<file path="src/rtl/mem_port_arbiter.sv">
// Shared RAM port sequencer: arbitrates instruction fetch against MEM-stage data
// accesses (data first), drives a held ram_ce/ram_ack handshake and aborts on timeout.
module mem_port_arbiter #(
  parameter int          TIMEOUT  = 255,
  parameter logic [31:0] ERR_DATA = 32'hDEAD_BEEF
) (
  input  logic        clk,
  input  logic        rst,
  input  logic        d_ce,
  input  logic        d_we,
  input  logic [31:0] d_addr,
  input  logic [31:0] d_wdata,
  output logic [31:0] d_rdata,
  output logic        d_done,
  output logic        d_stall,
  input  logic        i_ce,
  input  logic [31:0] i_addr,
  output logic [31:0] i_rdata,
  output logic        i_done,
  output logic        i_stall,
  output logic        ram_ce,
  output logic        ram_we,
  output logic [31:0] ram_addr,
  output logic [31:0] ram_wdata,
  input  logic [31:0] ram_rdata,
  input  logic        ram_ack,
  output logic        err
);

  localparam logic [1:0] IDLE = 2'd0;
  localparam logic [1:0] DACC = 2'd1;
  localparam logic [1:0] IACC = 2'd2;

  localparam logic [7:0] TO_LAST = 8'(TIMEOUT - 1);

  logic [1:0]  state_q, state_d;
  logic [7:0]  cnt_q, cnt_d;
  logic        ram_ce_q, ram_ce_d;
  logic        ram_we_q, ram_we_d;
  logic [31:0] ram_addr_q, ram_addr_d;
  logic [31:0] ram_wdata_q, ram_wdata_d;
  logic [31:0] d_rdata_q, d_rdata_d;
  logic [31:0] i_rdata_q, i_rdata_d;
  logic        d_done_q, d_done_d;
  logic        i_done_q, i_done_d;
  logic        err_q, err_d;

  logic d_elig, i_elig;
  logic timed_out, finish;
  logic grant_d, grant_i;

  // A side whose done is high this cycle has just been served and is not re-accepted.
  assign d_elig    = d_ce & ~d_done_q;
  assign i_elig    = i_ce & ~i_done_q;
  assign timed_out = (cnt_q == TO_LAST) & ~ram_ack;
  assign finish    = ram_ack | timed_out;

  always_comb begin
    state_d     = state_q;
    cnt_d       = cnt_q;
    ram_ce_d    = ram_ce_q;
    ram_we_d    = ram_we_q;
    ram_addr_d  = ram_addr_q;
    ram_wdata_d = ram_wdata_q;
    d_rdata_d   = d_rdata_q;
    i_rdata_d   = i_rdata_q;
    d_done_d    = 1'b0;
    i_done_d    = 1'b0;
    err_d       = 1'b0;
    grant_d     = 1'b0;
    grant_i     = 1'b0;

    case (state_q)
      IDLE: begin
        grant_d = d_elig;
        grant_i = ~d_elig & i_elig;
      end
      DACC: begin
        if (finish) begin
          d_done_d = 1'b1;
          err_d    = timed_out;
          if (!ram_we_q)
            d_rdata_d = timed_out ? ERR_DATA : ram_rdata;
          grant_i = i_elig;
        end else begin
          cnt_d = cnt_q + 8'd1;
        end
      end
      IACC: begin
        if (finish) begin
          i_done_d  = 1'b1;
          err_d     = timed_out;
          i_rdata_d = timed_out ? ERR_DATA : ram_rdata;
          grant_d   = d_elig;
        end else begin
          cnt_d = cnt_q + 8'd1;
        end
      end
      default: state_d = IDLE;
    endcase

    // Grants reload the request registers so ram_ce stays high across back-to-back accesses.
    if (grant_d) begin
      state_d     = DACC;
      cnt_d       = 8'd0;
      ram_ce_d    = 1'b1;
      ram_we_d    = d_we;
      ram_addr_d  = d_addr;
      ram_wdata_d = d_we ? d_wdata : 32'd0;
    end else if (grant_i) begin
      state_d     = IACC;
      cnt_d       = 8'd0;
      ram_ce_d    = 1'b1;
      ram_we_d    = 1'b0;
      ram_addr_d  = i_addr;
      ram_wdata_d = 32'd0;
    end else if (finish && state_q != IDLE) begin
      state_d     = IDLE;
      cnt_d       = 8'd0;
      ram_ce_d    = 1'b0;
      ram_we_d    = 1'b0;
      ram_addr_d  = 32'd0;
      ram_wdata_d = 32'd0;
    end
  end

  always_ff @(posedge clk) begin
    if (rst) begin
      state_q     <= IDLE;
      cnt_q       <= 8'd0;
      ram_ce_q    <= 1'b0;
      ram_we_q    <= 1'b0;
      ram_addr_q  <= 32'd0;
      ram_wdata_q <= 32'd0;
      d_rdata_q   <= 32'd0;
      i_rdata_q   <= 32'd0;
      d_done_q    <= 1'b0;
      i_done_q    <= 1'b0;
      err_q       <= 1'b0;
    end else begin
      state_q     <= state_d;
      cnt_q       <= cnt_d;
      ram_ce_q    <= ram_ce_d;
      ram_we_q    <= ram_we_d;
      ram_addr_q  <= ram_addr_d;
      ram_wdata_q <= ram_wdata_d;
      d_rdata_q   <= d_rdata_d;
      i_rdata_q   <= i_rdata_d;
      d_done_q    <= d_done_d;
      i_done_q    <= i_done_d;
      err_q       <= err_d;
    end
  end

  assign ram_ce    = ram_ce_q;
  assign ram_we    = ram_we_q;
  assign ram_addr  = ram_addr_q;
  assign ram_wdata = ram_wdata_q;
  assign d_rdata   = d_rdata_q;
  assign i_rdata   = i_rdata_q;
  assign d_done    = d_done_q;
  assign i_done    = i_done_q;
  assign err       = err_q;
  assign d_stall   = d_ce & ~d_done_q;
  assign i_stall   = i_ce & ~i_done_q;

endmodule
</file>
<file path="config.mk">
export PLATFORM = sky130hd
export DESIGN_NAME = mem_port_arbiter
export DESIGN_NICKNAME = d
export VERILOG_FILES = /design/src/rtl/mem_port_arbiter.sv
export SDC_FILE = /design/constraint.sdc
export NUM_CORES = 1
export LEC_CHECK = 0
export ABC_AREA = 1
export BUFFER_PORTS_ARGS = -buffer_cell sky130_fd_sc_hd__buf_2
export CELL_PAD_IN_SITES_DETAIL_PLACEMENT = 1
export CELL_PAD_IN_SITES_GLOBAL_PLACEMENT = 2
export CORE_ASPECT_RATIO = 1.2
export CORE_MARGIN = 10
export CORE_UTILIZATION = 25
export CTS_BUF_LIST = sky130_fd_sc_hd__clkbuf_4
export DETAILED_ROUTE_END_ITERATION = 12
export PLACE_DENSITY_LB_ADDON = 0.12
export SETUP_SLACK_MARGIN = 0.5
export SYNTH_ARGS = -nofsm -noshare
export SYNTH_HDL_FRONTEND = slang
export SYNTH_SLANG_ARGS = --single-unit
</file>
<file path="constraint.sdc">
create_clock -name clk -period 2.4 [get_ports clk]
set_clock_uncertainty 0.15 [all_clocks]
set_input_delay 0.48 -clock clk [delete_from_list [all_inputs] [get_ports clk]]
set_output_delay 0.48 -clock clk [all_outputs]
set_load 0.005 [all_outputs]
</file>
==> results.py <==
metrics = {
    "run_status": {
        "status": "complete, no violations",
    },
    "cells_and_area": {
        "drive_gt1_share_pct": 39.5,
        "regArea_um2": 2870,
        "post-route-util_pct": 40.1,
        "layout_common_cells": "buf_2, nand2_1, dfxtp_1",
        "synthToLayoutAreaGrowth_pct": 58.8,
        "fillCellCount": 2966,
        "multi_input_area_um2": 2880,
        "layout_commonest_cell": "buf_2",
        "nets": 1328,
    },
    "cts": {
        "clk_latency_ns": 0.53,
        "clk_pin_slew_ns": 0.14,
        "cts-htree-levels": 4,
        "cts_buffers": 17,
        "cts_tree": "built",
        "cts_root_buf": "clkbuf_4",
        "clock_sinks": 143,
        "clock_path_buffers": 2,
    },
    "grt": {
        "grt_start_max_net_pins": 69,
        "grtUsageTotal_pct": 15.7,
        "antenna_found_initial": 8,
        "grt_pass1_vias": 6785,
        "grt_pass1_wl_mm": 38.4,
        "grtUsageMet2_pct": 26.7,
        "top_usage_layer": "met2",
        "met3_usage_pct": 6.23,
        "grt.overflow.total": 0,
        "use_met1_pct": 18.1,
    },
    "die": {
        "start_util_pct": 25.3,
        "ios": 269,
        "chipWidth_um": 162,
        "coreArea_um2": 23800,
        "fp.dieH_um": 190,
        "placementRows": 62,
        "die_area_um2": 30700,
    },
    "detailed_routing": {
        "dr.pass1.iters": 4,
        "postRouteAntennaNets": 0,
        "drt_iter0_drc": 198,
        "wl_per_cell_um": 16.7,
        "drc_errors": 0,
        "via_per_inst": 4.29,
        "routed_wirelength_mm": 25.5,
        "vias": 6563,
    },
    "setup_path": {
        "crit_path_max_fanout": 7,
        "critPathRequiredTime_ns": 2.75,
        "startpoint_type": "flip-flop",
        "crit_type": "reg2reg",
        "reg2reg_from": "cnt_q[0]",
        "arrival_ns": 2.27,
        "cp-end-kind": "flip-flop",
        "ff2ff_path_depth": 16,
        "reg2reg_slack_ns": 0.48,
        "worst_r2r_endpoint": "ram_wdata[23]",
    },
    "pwr": {
        "seqPwrFrac_pct": 43.1,
        "switching_share_pct": 30.8,
        "ir_worst_vdd_v": 0.000345,
        "p_total_w": 0.00611,
        "p_int_w": 0.00423,
        "power.density_nw_per_um2": 640,
        "pwr-share-clk_pct": 32.0,
        "pwr-share-comb_pct": 24.9,
        "p_leak_nw": 4.98,
        "p_sw_w": 0.00188,
    },
    "timing": {
        "drv_slew": 0,
        "clock.fmax_mhz": 521,
        "fin_crit_sh_pct": 80.1,
        "setup_viol": 0,
        "rsz0062_at_grt": "yes",
        "fin_crit_ns": 1.92,
        "finalSetupTns_ns": 0,
        "finalHoldViolations": 0,
        "worst_slew_pin_slew_ns": 0.759,
        "slew_headroom_pct": 49.4,
    },
    "yosys": {
        "synth_area_leaders": "dfxtp_1, nand2_1, a21oi_1, nor2_1, inv_1",
        "syn_area_um2": 6010,
        "ys_ff_latch": 143,
        "yosysSeqAreaShare_pct": 47.6,
        "synth_top_cell_by_area": "dfxtp_1",
        "avgSynthCellArea_um2": 7.08,
        "synth.distinct_cells": 24,
        "synth_nets": 988,
        "syn_inst": 849,
        "synth.top_cell.area_share_pct": 47.6,
        "yosysWarnings": 0,
    },
    "place": {
        "place_hpwl_mm": 16.7,
        "port-buffer-count": 268,
        "gp_congestion": 0.730,
    },
    "hold_path": {
        "min_from": "ram_rdata[29]",
        "hold_end": "d_rdata[29]",
        "hold_path.class": "in2reg",
        "min_path_cells": 3,
    },
    "run": {
        "cap_viol_max_count": 0,
    },
}
-- area by class of cell --
| cell class | count | area share (%) |
|---|---|---|
| antenna | 7 | 0.183 |
| sequential | 143 | 30.1 |
| clock buffer | 17 | 1.34 |
| clock inverter | 15 | 2.42 |
| multi-input combinational | 576 | 30.1 |
| timing repair buffer | 370 | 28.4 |
| inverter | 81 | 3.33 |
| tap | 320 | 4.19 |
-- metrics by stage --
stage               worst slack [ns]  hold WS (ns)  area, um^2  instances
global route                   0.377        0.0181        9550       1527
floorplan                      0.594         0.291        6010        849
detailed placement           -0.0564         0.277        7770       1412
CTS                            0.453       0.00153        9110       1510
global placement             0.00662         0.274        7770       1412
finish                         0.479        0.0711        9550       1529
-- worst max-delay path: stages (launching register included) --
cell     delay, ns
dfxtp_2       0.36
inv_2         0.05
ha_4          0.15
inv_4         0.05
nor2_4        0.03
nand2_4       0.07
nand2_4       0.06
nand2_4       0.08
nand2_4       0.05
nand2_4       0.09
nand2_4       0.06
nor2_4        0.17
buf_12        0.15
buf_12        0.11
buf_16        0.12
nand2_1       0.06
nand2_1       0.06
-- how the worst max path moves through the flow --
stage          startpoint       endpoint  depth (start not counted)
3_5_place_dp   state_q[1]  ram_wdata[18]                         10
5_1_grt          cnt_q[0]  ram_wdata[23]                         16
2_1_floorplan    cnt_q[0]   ram_addr[26]                         15
6_report         cnt_q[0]  ram_wdata[23]                         16
3_3_place_gp   state_q[1]  ram_wdata[18]                         10
4_1_cts          cnt_q[0]  ram_wdata[16]                         16
-- registers in the layout, summed over array words and instances (netlist names) --
register / flops
d_rdata: 32
d_done: 1
err: 1
i_rdata: 32
ram_we: 1
state_q: 2
i_done: 1
cnt_q: 8
ram_wdata: 32
ram_ce: 1
ram_addr: 32
-- cell usage after synthesis --
library cell	n
a21oi_1	121
buf_1	3
buf_2	23
buf_4	1
buf_6	5
clkbuf_1	18
clkinv_1	1
dfxtp_1	143
ha_1	5
inv_1	77
inv_2	3
nand2_1	272
nand2_2	26
nand2_4	4
nand3_1	46
nand4_1	9
nor2_1	78
nor2_4	4
o21ai_0	1
o21ai_1	1
o21bai_1	1
or2_2	4
xnor2_1	1
xor2_1	2
-- cells by family (layout without fill, tap and decap cells) --
| family | Yosys count | in the layout | synth area share [%] |
|---|---|---|---|
| XOR/XNOR | 3 | 3 | 0.437 |
| flip-flops | 143 | 143 | 47.6 |
| adder cells (fa/ha/maj) | 5 | 5 | 1.04 |
| AND/OR/NAND/NOR | 443 | 444 | 31.2 |
| buffers and inverters | 131 | 483 | 9.34 |
| other | 0 | 7 | 0 |
| AO/OA/AOI/OAI | 124 | 124 | 10.4 |
-- metal layers --
| metal | vias to the layer above | part of all wire, % |
|---|---|---|
| met1 | 3034 | 42 |
| li1 | 3336 | - |
| met2 | 172 | 50 |
| met3 | 19 | 7.1 |
| met5 | - | 0.027 |
| met4 | 2 | 1.2 |
-- what timing repair did --
item	4_1_cts	5_1_grt
endpoints found under the setup margin	129	127
cloned	9	5
hold buffers	35	0
pin swaps	9	24
setup buffers	22	7
gates resized for setup	53	65
hold endpoints to repair	35	0
-- power groups by stage --
stage                     Sequential [W]  Clock [W]  Combinational [W]
after floorplan                  0.00269          0           0.000564
after CTS                        0.00263    0.00205            0.00144
final                            0.00263    0.00195            0.00152
after global routing             0.00266    0.00214            0.00169
after global placement           0.00268          0            0.00109
after detailed placement         0.00268          0            0.00109
Power figures use the tool's default switching activity.
